**src/rtl/mod_counter.sv**
```systemverilog
`default_nettype none
// ============================================================================
// mod_counter : prescaled up/down modulo counter with one-shot stop and TC
// Rev 1.0
// ============================================================================
module mod_counter #(
   parameter int WIDTH    = 8,
   parameter int MAXVAL   = 255,
   parameter int PRESCALE = 1
) (
   input  logic             clk,
   input  logic             clr,
   input  logic             en,
   input  logic             up,
   input  logic             load,
   input  logic [WIDTH-1:0] load_val,
   input  logic             oneshot,
   output logic [WIDTH-1:0] q,
   output logic             tc,
   output logic             done
);

   localparam int PW = (PRESCALE > 1) ? $clog2(PRESCALE) : 1;
   localparam logic [PW-1:0]    c_PLAST = PW'(PRESCALE - 1);
   localparam logic [WIDTH-1:0] c_MAX   = WIDTH'(MAXVAL);

   logic [PW-1:0]    r_pcnt;
   logic [WIDTH-1:0] r_q;
   logic             r_tc;
   logic             r_done;

   logic             w_tick;
   logic [WIDTH-1:0] w_term;
   logic [WIDTH-1:0] w_load_sat;

   // With PRESCALE=1 the prescaler never leaves 0, so tick degenerates to en.
   assign w_tick     = en && (r_pcnt == c_PLAST);
   assign w_term     = up ? c_MAX : '0;
   assign w_load_sat = (load_val > c_MAX) ? c_MAX : load_val;

   always_ff @(posedge clk) begin
      if (clr) begin
         r_pcnt <= '0;
         r_q    <= '0;
         r_tc   <= 1'b0;
         r_done <= 1'b0;
      end else if (load) begin
         r_pcnt <= '0;
         r_q    <= w_load_sat;
         r_tc   <= 1'b0;
         r_done <= 1'b0;
      end else begin
         r_tc <= 1'b0;
         if (en) begin
            r_pcnt <= w_tick ? '0 : r_pcnt + PW'(1);
         end
         // A completed one-shot freezes q until load or clr re-arms it.
         if (w_tick && !r_done) begin
            if (r_q == w_term) begin
               r_tc <= 1'b1;
               if (oneshot) begin
                  r_done <= 1'b1;
               end else begin
                  r_q <= up ? '0 : c_MAX;
               end
            end else begin
               r_q <= up ? r_q + WIDTH'(1) : r_q - WIDTH'(1);
            end
         end
      end
   end

   assign q    = r_q;
   assign tc   = r_tc;
   assign done = r_done;

endmodule
`default_nettype wire

```
**config.mk**
```make
export PLATFORM = sky130hd
export DESIGN_NAME = mod_counter
export DESIGN_NICKNAME = d
export VERILOG_FILES = /design/src/rtl/mod_counter.sv
export SDC_FILE = /design/constraint.sdc
export NUM_CORES = 1
export LEC_CHECK = 0
export BUFFER_PORTS_ARGS = -buffer_cell sky130_fd_sc_hd__buf_2
export CAP_MARGIN = 20
export CORE_ASPECT_RATIO = 0.7
export CORE_MARGIN = 3
export CORE_UTILIZATION = 40
export DETAILED_ROUTE_END_ITERATION = 10
export PLACE_DENSITY = 0.69
export SLEW_MARGIN = 20
export SYNTH_ARGS = -nofsm -noshare
export SYNTH_HDL_FRONTEND = slang
export SYNTH_SLANG_ARGS = --single-unit
```
**constraint.sdc**
```tcl
create_clock -name clk -period 4.3 [get_ports clk]
set_input_delay 0.43 -clock clk [delete_from_list [all_inputs] [get_ports clk]]
set_output_delay 0.43 -clock clk [all_outputs]
set_load 0.02 [all_outputs]
```
Yosys cells after proc, flatten, opt, wreduce, memory -nomap -nowiden
Cells that the tools add are included.

Output and inout bits: 10. Memories: 0. Register bits after elaboration: 11. RAM bits: 0. Bits in latches: 0. Bits in read-only memories: 0.

Multiply operators: 0. Reduce and logical (&&, ||, !) cells: 8. Muxes and demuxes: 10. Div/mod/pow operators: 0. Shift-type cells: 0. Bitwise logic cells: 2. Equal/unequal tests: 2. Add/subtract/negate cells: 3. $lt $le $gt $ge: 1.

Operators with widths (count): $mux 8 (8); $add 8x1->8 const B (1); $eq 8x8->1 (1); $gt 8x8->1 const B (1); $sub 8x1->8 const B (1); $ne 3x3->1 const B (1); $reduce_and 3->1 (1); $reduce_or 3->1 (1); $logic_and 1x1->1 (2); $mux 1 (2); $not 1->1 (2); $reduce_and 2->1 (1); $reduce_bool 2->1 (1); $reduce_or 2->1 (1); $add 1x1->1 const B (1); $logic_not 1->1 (1).

Depth between registers and ports, before layout
Gate-level depths: netlist of run 1.

Depth in word-level cells: 5. Mapped depth: 7. Depth with buffers taken out: 7.

Least setup slack after synthesis of run 1
No wires, ideal clock.

Kind: in2reg. Start point: input port up. End point: register r_q[5], in the netlist q[5]. Arrival: 1845 ps. Path buffers: 0. Stages on the path: 7. Path slack: 2324 ps. Cells stage by stage: inv_1 -> ha_1 -> and3_1 -> o211a_4 -> a211o_1 -> a21oi_1 -> o22ai_1.

Longest elaborated chain between the ends: 5. Elaborated cells on any way between the ends: 10. Those cells by class: eq/ne (2); mux (7); reduce/logical (1).

RTL lines: from (decl) (line 14) `input logic up,`; $mux 8 (on tied branches) (line 38, 64); $eq 8x8->1 or $mux 8 (tied branches) (line 59, 61); $mux 8 (line 59) `if (r_q == w_term) begin`; $mux 8 (line 58) `if (w_tick && !r_done) begin`; $mux 8 (line 47) `end else if (load) begin`; to (signal assigned) (line 49) `r_q <= w_load_sat;`; to (signal assigned) (line 64) `r_q <= up ? '0 : c_MAX;`; to (signal assigned) (line 67) `r_q <= up ? r_q + WIDTH'(1) : r_q - WIDTH'(1);`; to (decl) (line 28) `logic [WIDTH-1:0] r_q;`.

Parallel ways exist; a longest one is shown, timed or not. The select of a mux whose other input is x is not followed. A chain may end at the register's enable or synchronous reset.

Worst setup path after layout of run 1
Start point: input port up. End point: register r_q[4], in the netlist q[4].

The elaborated chain is that of the path after synthesis.

==> flow_metrics.env, run 1 <==
export IMPL_outcome="completed"
export IMPL_finalSetupViolCount=0
export IMPL_gr_usage_all_layers_pct=16.8
export IMPL_cellPowerDensity_nw_per_um2=294
export IMPL_holdCritStartpoint="en"
export IMPL_ys_warn_count=0
export IMPL_totalNegativeSetupSlack_ps=0
export IMPL_post_cts_resized=0
export IMPL_skew_ps=5.45
export IMPL_synth_flop_cell="dfxtp_1"
export IMPL_die_area_um2=2760
export IMPL_syn_avg_cell_area_um2=8.98
export IMPL_synth_common_cells="a21oi_1 (13), dfxtp_1 (11), inv_1 (7), ha_1 (6)"
export IMPL_crit_fanout=7
export IMPL_yosysUniqueCellTypes=36
export IMPL_tightestPinTransition_ps=375
export IMPL_place_area_um2=992
export IMPL_crit_type="input pin to flop"
export IMPL_wirelength_mm=2.09
export IMPL_timing_final_crit_share_pct=48.3
export IMPL_post_cts_buffers=0
export IMPL_vdd_drop_max_mv=0.107
export IMPL_dr_first_iter_drc_count=11
export IMPL_synth_most_common_cell="a21oi_1"
export IMPL_cts_num_sinks=11
export IMPL_num_rows=13
export IMPL_grt_pass1_wl_mm=3.42
export IMPL_synth_top_area_cell="dfxtp_1"
export IMPL_viasPerCell=5.66
export IMPL_stdcell_count=142
export IMPL_holdCritPathClass="input pin to flop"
export IMPL_finalWorstSetupSlack_ps=2220
export IMPL_slew_viol_final=0
export IMPL_dieWidth_um=61.5
export IMPL_cp_end_kind="flop"
export IMPL_synth_yosys_seq_area_share_pct=25.5
export IMPL_num_fill_cells=180
export IMPL_stdcell_area_um2=1020
export IMPL_rsz0062_at_grt="no"
export IMPL_syn_nets=117
export IMPL_ctsHoldBuffers=0
export IMPL_drc=0
export IMPL_required_ps=4440
export IMPL_grt_pass1_vias=750
export IMPL_multi_input_area_um2=603
export IMPL_grt_max_degree=21
export IMPL_r2r_slack_ps=2350
export IMPL_start_util_pct=44.2
export IMPL_ant_nets=0
export IMPL_clock_path_buffers=2
export IMPL_hold_viol=0
export IMPL_cts_tree="built"
export IMPL_dp_cells=138
export IMPL_reg2reg_depth=6
export IMPL_r2r_end="q[4]"
export IMPL_synth_edff_count=0
export IMPL_dr_total_vias=804
export IMPL_synth_top_area_share_pct=25.5
export IMPL_cts_buffers=3
export IMPL_areaGrowthSynthToFinish_pct=18.1
export IMPL_synthTopCellsByArea="dfxtp_1 (26%), ha_1 (8.7%), a21oi_1 (7.5%), mux2i_1 (4.6%), xor2_1 (4.1%)"
export IMPL_cap_viol_max_count=0
export IMPL_placeableCoreArea_um2=1950
export IMPL_diodes=0
export IMPL_synth_cells=96
export IMPL_path_clk_slew_ps=70
export IMPL_synthesis_area_um2=862
export IMPL_nets=142
export IMPL_async_flop_share_pct=0
export IMPL_routedWlPerCell_um=14.7
export IMPL_startpoint_type="input pin"
export IMPL_fp_dieH_um=44.8
export IMPL_reg2reg_from="q[0]"
export IMPL_final_util_pct=52.2
export IMPL_slew_headroom_pct=75.0
export IMPL_ios=24
export IMPL_synth_seq_cells=11
export IMPL_post_dp_hpwl_mm=1.70
export IMPL_seqCellArea_um2=220
export IMPL_cts_root_buffer_cell="clkbuf_4"
export IMPL_htree_levels=1
export IMPL_min_to="r_pcnt"
export IMPL_pre_cts_ws_ps=1960
export IMPL_dr_pass1_iters=4
export IMPL_gr_total_overflow=0
export IMPL_drive_gt1_share_pct=30.0
export IMPL_gp_congestion=0.804
export IMPL_min_path_cells=2
export IMPL_period_needed_ps=2080
export IMPL_cp_arrival_ps=2220
export IMPL_p_leak_nw=0.503
export IMPL_antenna_found_initial=0
export IMPL_fmax_mhz=482
export IMPL_io_buffers=23
export IMPL_insertion_delay_ps=270
-- state kept, by name, summed over array words and instances (netlist names) --
| register | flops |
|---|---|
| q | 8 |
| done | 1 |
| r_pcnt | 1 |
| tc | 1 |
-- worst max-delay path by stage --
stage | from | end | slack (ps) | cells after the start
detailed placement | up | q[3] | 1960 | 8
global route | up | q[4] | 2090 | 8
floorplan | up | q[5] | 2320 | 7
global placement | up | q[3] | 2020 | 8
CTS | up | q[4] | 2250 | 8
finish | up | q[4] | 2220 | 8
-- per-layer routing --
| metal | share of wire [%] | vias up | wire, µm | GRT usage [%] |
|---|---|---|---|---|
| li1 | - | 413 | - | - |
| met1 | 49 | 355 | 1030 | 21.1 |
| met2 | 43 | 32 | 895 | 27.3 |
| met3 | 7.0 | 4 | 147 | 6.29 |
| met4 | 0.81 | 0 | 17 | 3.81 |
| met5 | 0 | - | 0 | 0 |
-- critical path, stage by stage --
cell	delay, ps
buf_2	140
inv_1	230
ha_1	340
and3_1	250
o211a_4	190
a211o_1	360
a21oi_1	230
a2111oi_2	50
-- logic make-up after synthesis --
family	Yosys count	share of synthesized area, %
muxes	4	4.64
xor gates and xnor gates	6	6.10
adders and majority gates	7	11.0
buffers and inverters	10	4.50
and+or+nand+nor	20	14.7
DFF	11	25.5
AOI/OAI and AO/OA	38	33.5
-- final cells by class --
class,instances,area share [%]
Timing Repair Buffer,23,11.3
Tap cell,22,2.70
Inverter,7,2.58
Multi-Input combinational cell,75,59.2
Sequential cell,11,21.6
Clock buffer,4,2.58
-- cells in the final DEF (no fill, tap or decap), drive strengths merged, types with 3 or more instances in the layout --
master and instances:
dfxtp 11, o211ai 4, nor2 4, inv 7, nor3 5, o21ai 4
buf 23, clkbuf 4, ha 6, mux2i 4, and3 3, xor2 4
a21o 3, a21oi 14
-- power by group --
group	internal (mW)	total, mW	switching (mW)	leakage [nW]
sequential	0.109	0.118	0.00889	0.0909
combinational	0.0472	0.110	0.0631	0.398
clock	0.0360	0.0715	0.0355	0.0150
total	0.192	0.300	0.107	0.503
-- metrics by stage --
step                hold WS, ps  power [mW]
finish                      357       0.300
global route                362       0.318
global placement            470       0.229
detailed placement          480       0.230
CTS                         353       0.301
floorplan                   441       0.200
Power figures use the tool's default switching activity.
==> run 2, diff against run 1 <==
PLACE_DENSITY = 0.71   (was 0.69)
clock period = 1.85 ns   (was 4.3 ns; I/O delays follow)
==> run 2 against run 1 <==
  * Power rose to 2.5 times the previous value
  * Setup slack got worse by 2200 ps
  * Sequential power up 130%
  * Core utilization is 8.0 points higher
==> flow_metrics.env, run 2 (synthesis results as in run 1) <==
export IMPL_comb_power_share_pct=41.7
export IMPL_fmax_mhz=560
export IMPL_fp_dieH_um=44.8
export IMPL_cp_arrival_ps=1950
export IMPL_dieWidth_um=61.5
export IMPL_gr_usage_all_layers_pct=18.2
export IMPL_routedWlPerCell_um=14.6
export IMPL_clock_path_buffers=2
export IMPL_r2r_end="q[3]"
export IMPL_crit_fanout=5
export IMPL_outcome="completed"
export IMPL_finalSetupViolCount=0
export IMPL_p_total_mw=0.763
export IMPL_num_fill_cells=178
export IMPL_slew_viol_final=0
export IMPL_holdCritPathClass="input pin to flop"
export IMPL_dr_first_iter_drc_count=20
export IMPL_seqPwrFrac_pct=35.6
export IMPL_diodes=0
export IMPL_drive_gt1_share_pct=42.8
export IMPL_startpoint_type="flop"
export IMPL_period_needed_ps=1780
export IMPL_placeableCoreArea_um2=1950
export IMPL_reg2reg_depth=6
export IMPL_sw_frac_of_total_pct=36.0
export IMPL_reg2reg_from="q[1]"
export IMPL_viasPerCell=5.41
export IMPL_required_ps=2020
export IMPL_cts_tree="built"
export IMPL_vdd_drop_max_mv=0.302
export IMPL_grt_max_degree=21
export IMPL_p_sw_mw=0.274
export IMPL_clock_power_share_pct=22.7
export IMPL_gp_congestion=0.821
export IMPL_wirelength_mm=2.33
export IMPL_p_leak_nw=0.594
export IMPL_r2r_slack_ps=70
export IMPL_start_util_pct=44.2
export IMPL_startpoint="q[1]"
export IMPL_gr_total_overflow=0
export IMPL_io_buffers=23
export IMPL_path_clk_slew_ps=70
export IMPL_ant_nets=0
export IMPL_final_common_cell="buf_2"
export IMPL_nets=160
export IMPL_crit_path_cell_trace="ha_1, and3_1, o211a_4, a21oi_4, nor3_2, a2111oi_2"
export IMPL_insertion_delay_ps=280
export IMPL_cp_end_kind="flop"
export IMPL_num_rows=13
export IMPL_hold_viol=0
export IMPL_cellPowerDensity_nw_per_um2=649
export IMPL_die_area_um2=2760
export IMPL_final_cell_mix="buf_2 (23), buf_4 (18), a21oi_1 (10), dfxtp_1 (10), inv_1 (7)"
export IMPL_antenna_found_initial=0
export IMPL_tightestPinTransition_ps=393
export IMPL_cts_num_sinks=11
export IMPL_dr_pass1_iters=4
export IMPL_dp_cells=155
export IMPL_stdcell_count=160
export IMPL_cts_buffers=3
export IMPL_timing_final_crit_share_pct=96.4
export IMPL_dr_total_vias=865
export IMPL_slowest_stage="dfxtp_2"
export IMPL_ios=24
export IMPL_post_dp_hpwl_mm=1.87
export IMPL_totalNegativeSetupSlack_ps=0
export IMPL_grt_pass1_vias=817
export IMPL_rsz0062_at_grt="no"
export IMPL_slew_headroom_pct=73.8
export IMPL_drc=0
export IMPL_skew_ps=2.23
export IMPL_cp_slowest_stage_delay_ps=350
export IMPL_cap_viol_max_count=0
export IMPL_cts_root_buffer_cell="clkbuf_4"
export IMPL_finalWorstSetupSlack_ps=65.8
export IMPL_p_int_mw=0.489
export IMPL_crit_type="flop to flop"
export IMPL_crit_end="q[3]"
export IMPL_largest_reg_flops=8
export IMPL_htree_levels=1
export IMPL_pre_cts_ws_ps=-185
export IMPL_grt_pass1_wl_mm=3.59
export IMPL_areaGrowthSynthToFinish_pct=36.3
run 2: worst max-delay path, delay by kind of cell, from the launching register on:
family	cells	cell delay, ps
adders and majority gates	1	310
AOI/OAI and AO/OA	3	720
and+or+nand+nor	2	290
DFF	1	350
run 2: power groups by stage:
| stage | Sequential, mW | Combinational, mW | Clock [mW] |
|---|---|---|---|
| after floorplan | 0.296 | 0.169 | 0 |
| after global placement | 0.277 | 0.299 | 0 |
| after detailed placement | 0.278 | 0.304 | 0 |
| after CTS | 0.272 | 0.311 | 0.180 |
| after global routing | 0.274 | 0.346 | 0.186 |
| final | 0.272 | 0.318 | 0.173 |
run 2: layout make-up:
cell class / count / area [µm²] / share of cell area, %
clock buffer: 4 / 26.3 / 2.24
inverter: 7 / 26.3 / 2.24
multi-input combinational: 75 / 623 / 53.0
sequential: 11 / 221 / 18.8
tap: 22 / 27.5 / 2.34
timing repair buffer: 41 / 250 / 21.3
run 2: how the worst min path moves through the flow:
stage | start | endpoint | slack [ps] | cells past startpoint
floorplan | en | r_pcnt | 260 | 1
global placement | en | r_pcnt | 380 | 2
detailed placement | en | r_pcnt | 390 | 2
CTS | en | r_pcnt | 90 | 2
global route | en | r_pcnt | 100 | 2
finish | en | r_pcnt | 100 | 2
run 2: layer usage:
layer	share of wire, %	wire, µm	global-route usage, %
met4	1.5	34	6.78
met2	43	1010	28.2
met5	0	0	0
met3	5.2	121	6.00
met1	50	1160	23.4
run 2: timing repair:
item | in CTS | in global routing
gates resized for setup | 3 | 2
pin swaps | 0 | 1
setup endpoints to repair | 2 | 4
hold buffers | 0 | 0
endpoints found under the hold margin | 0 | 0
buffers inserted | 0 | 1
run 2: per-stage QoR:
step	instance area [µm²]	util, %	hold slack [ps]
detailed placement	1120	57.4	386
finish	1170	60.2	95.2
global route	1170	60.2	104
global placement	1120	57.4	385
CTS	1150	59.2	89.0
floorplan	862	-	264
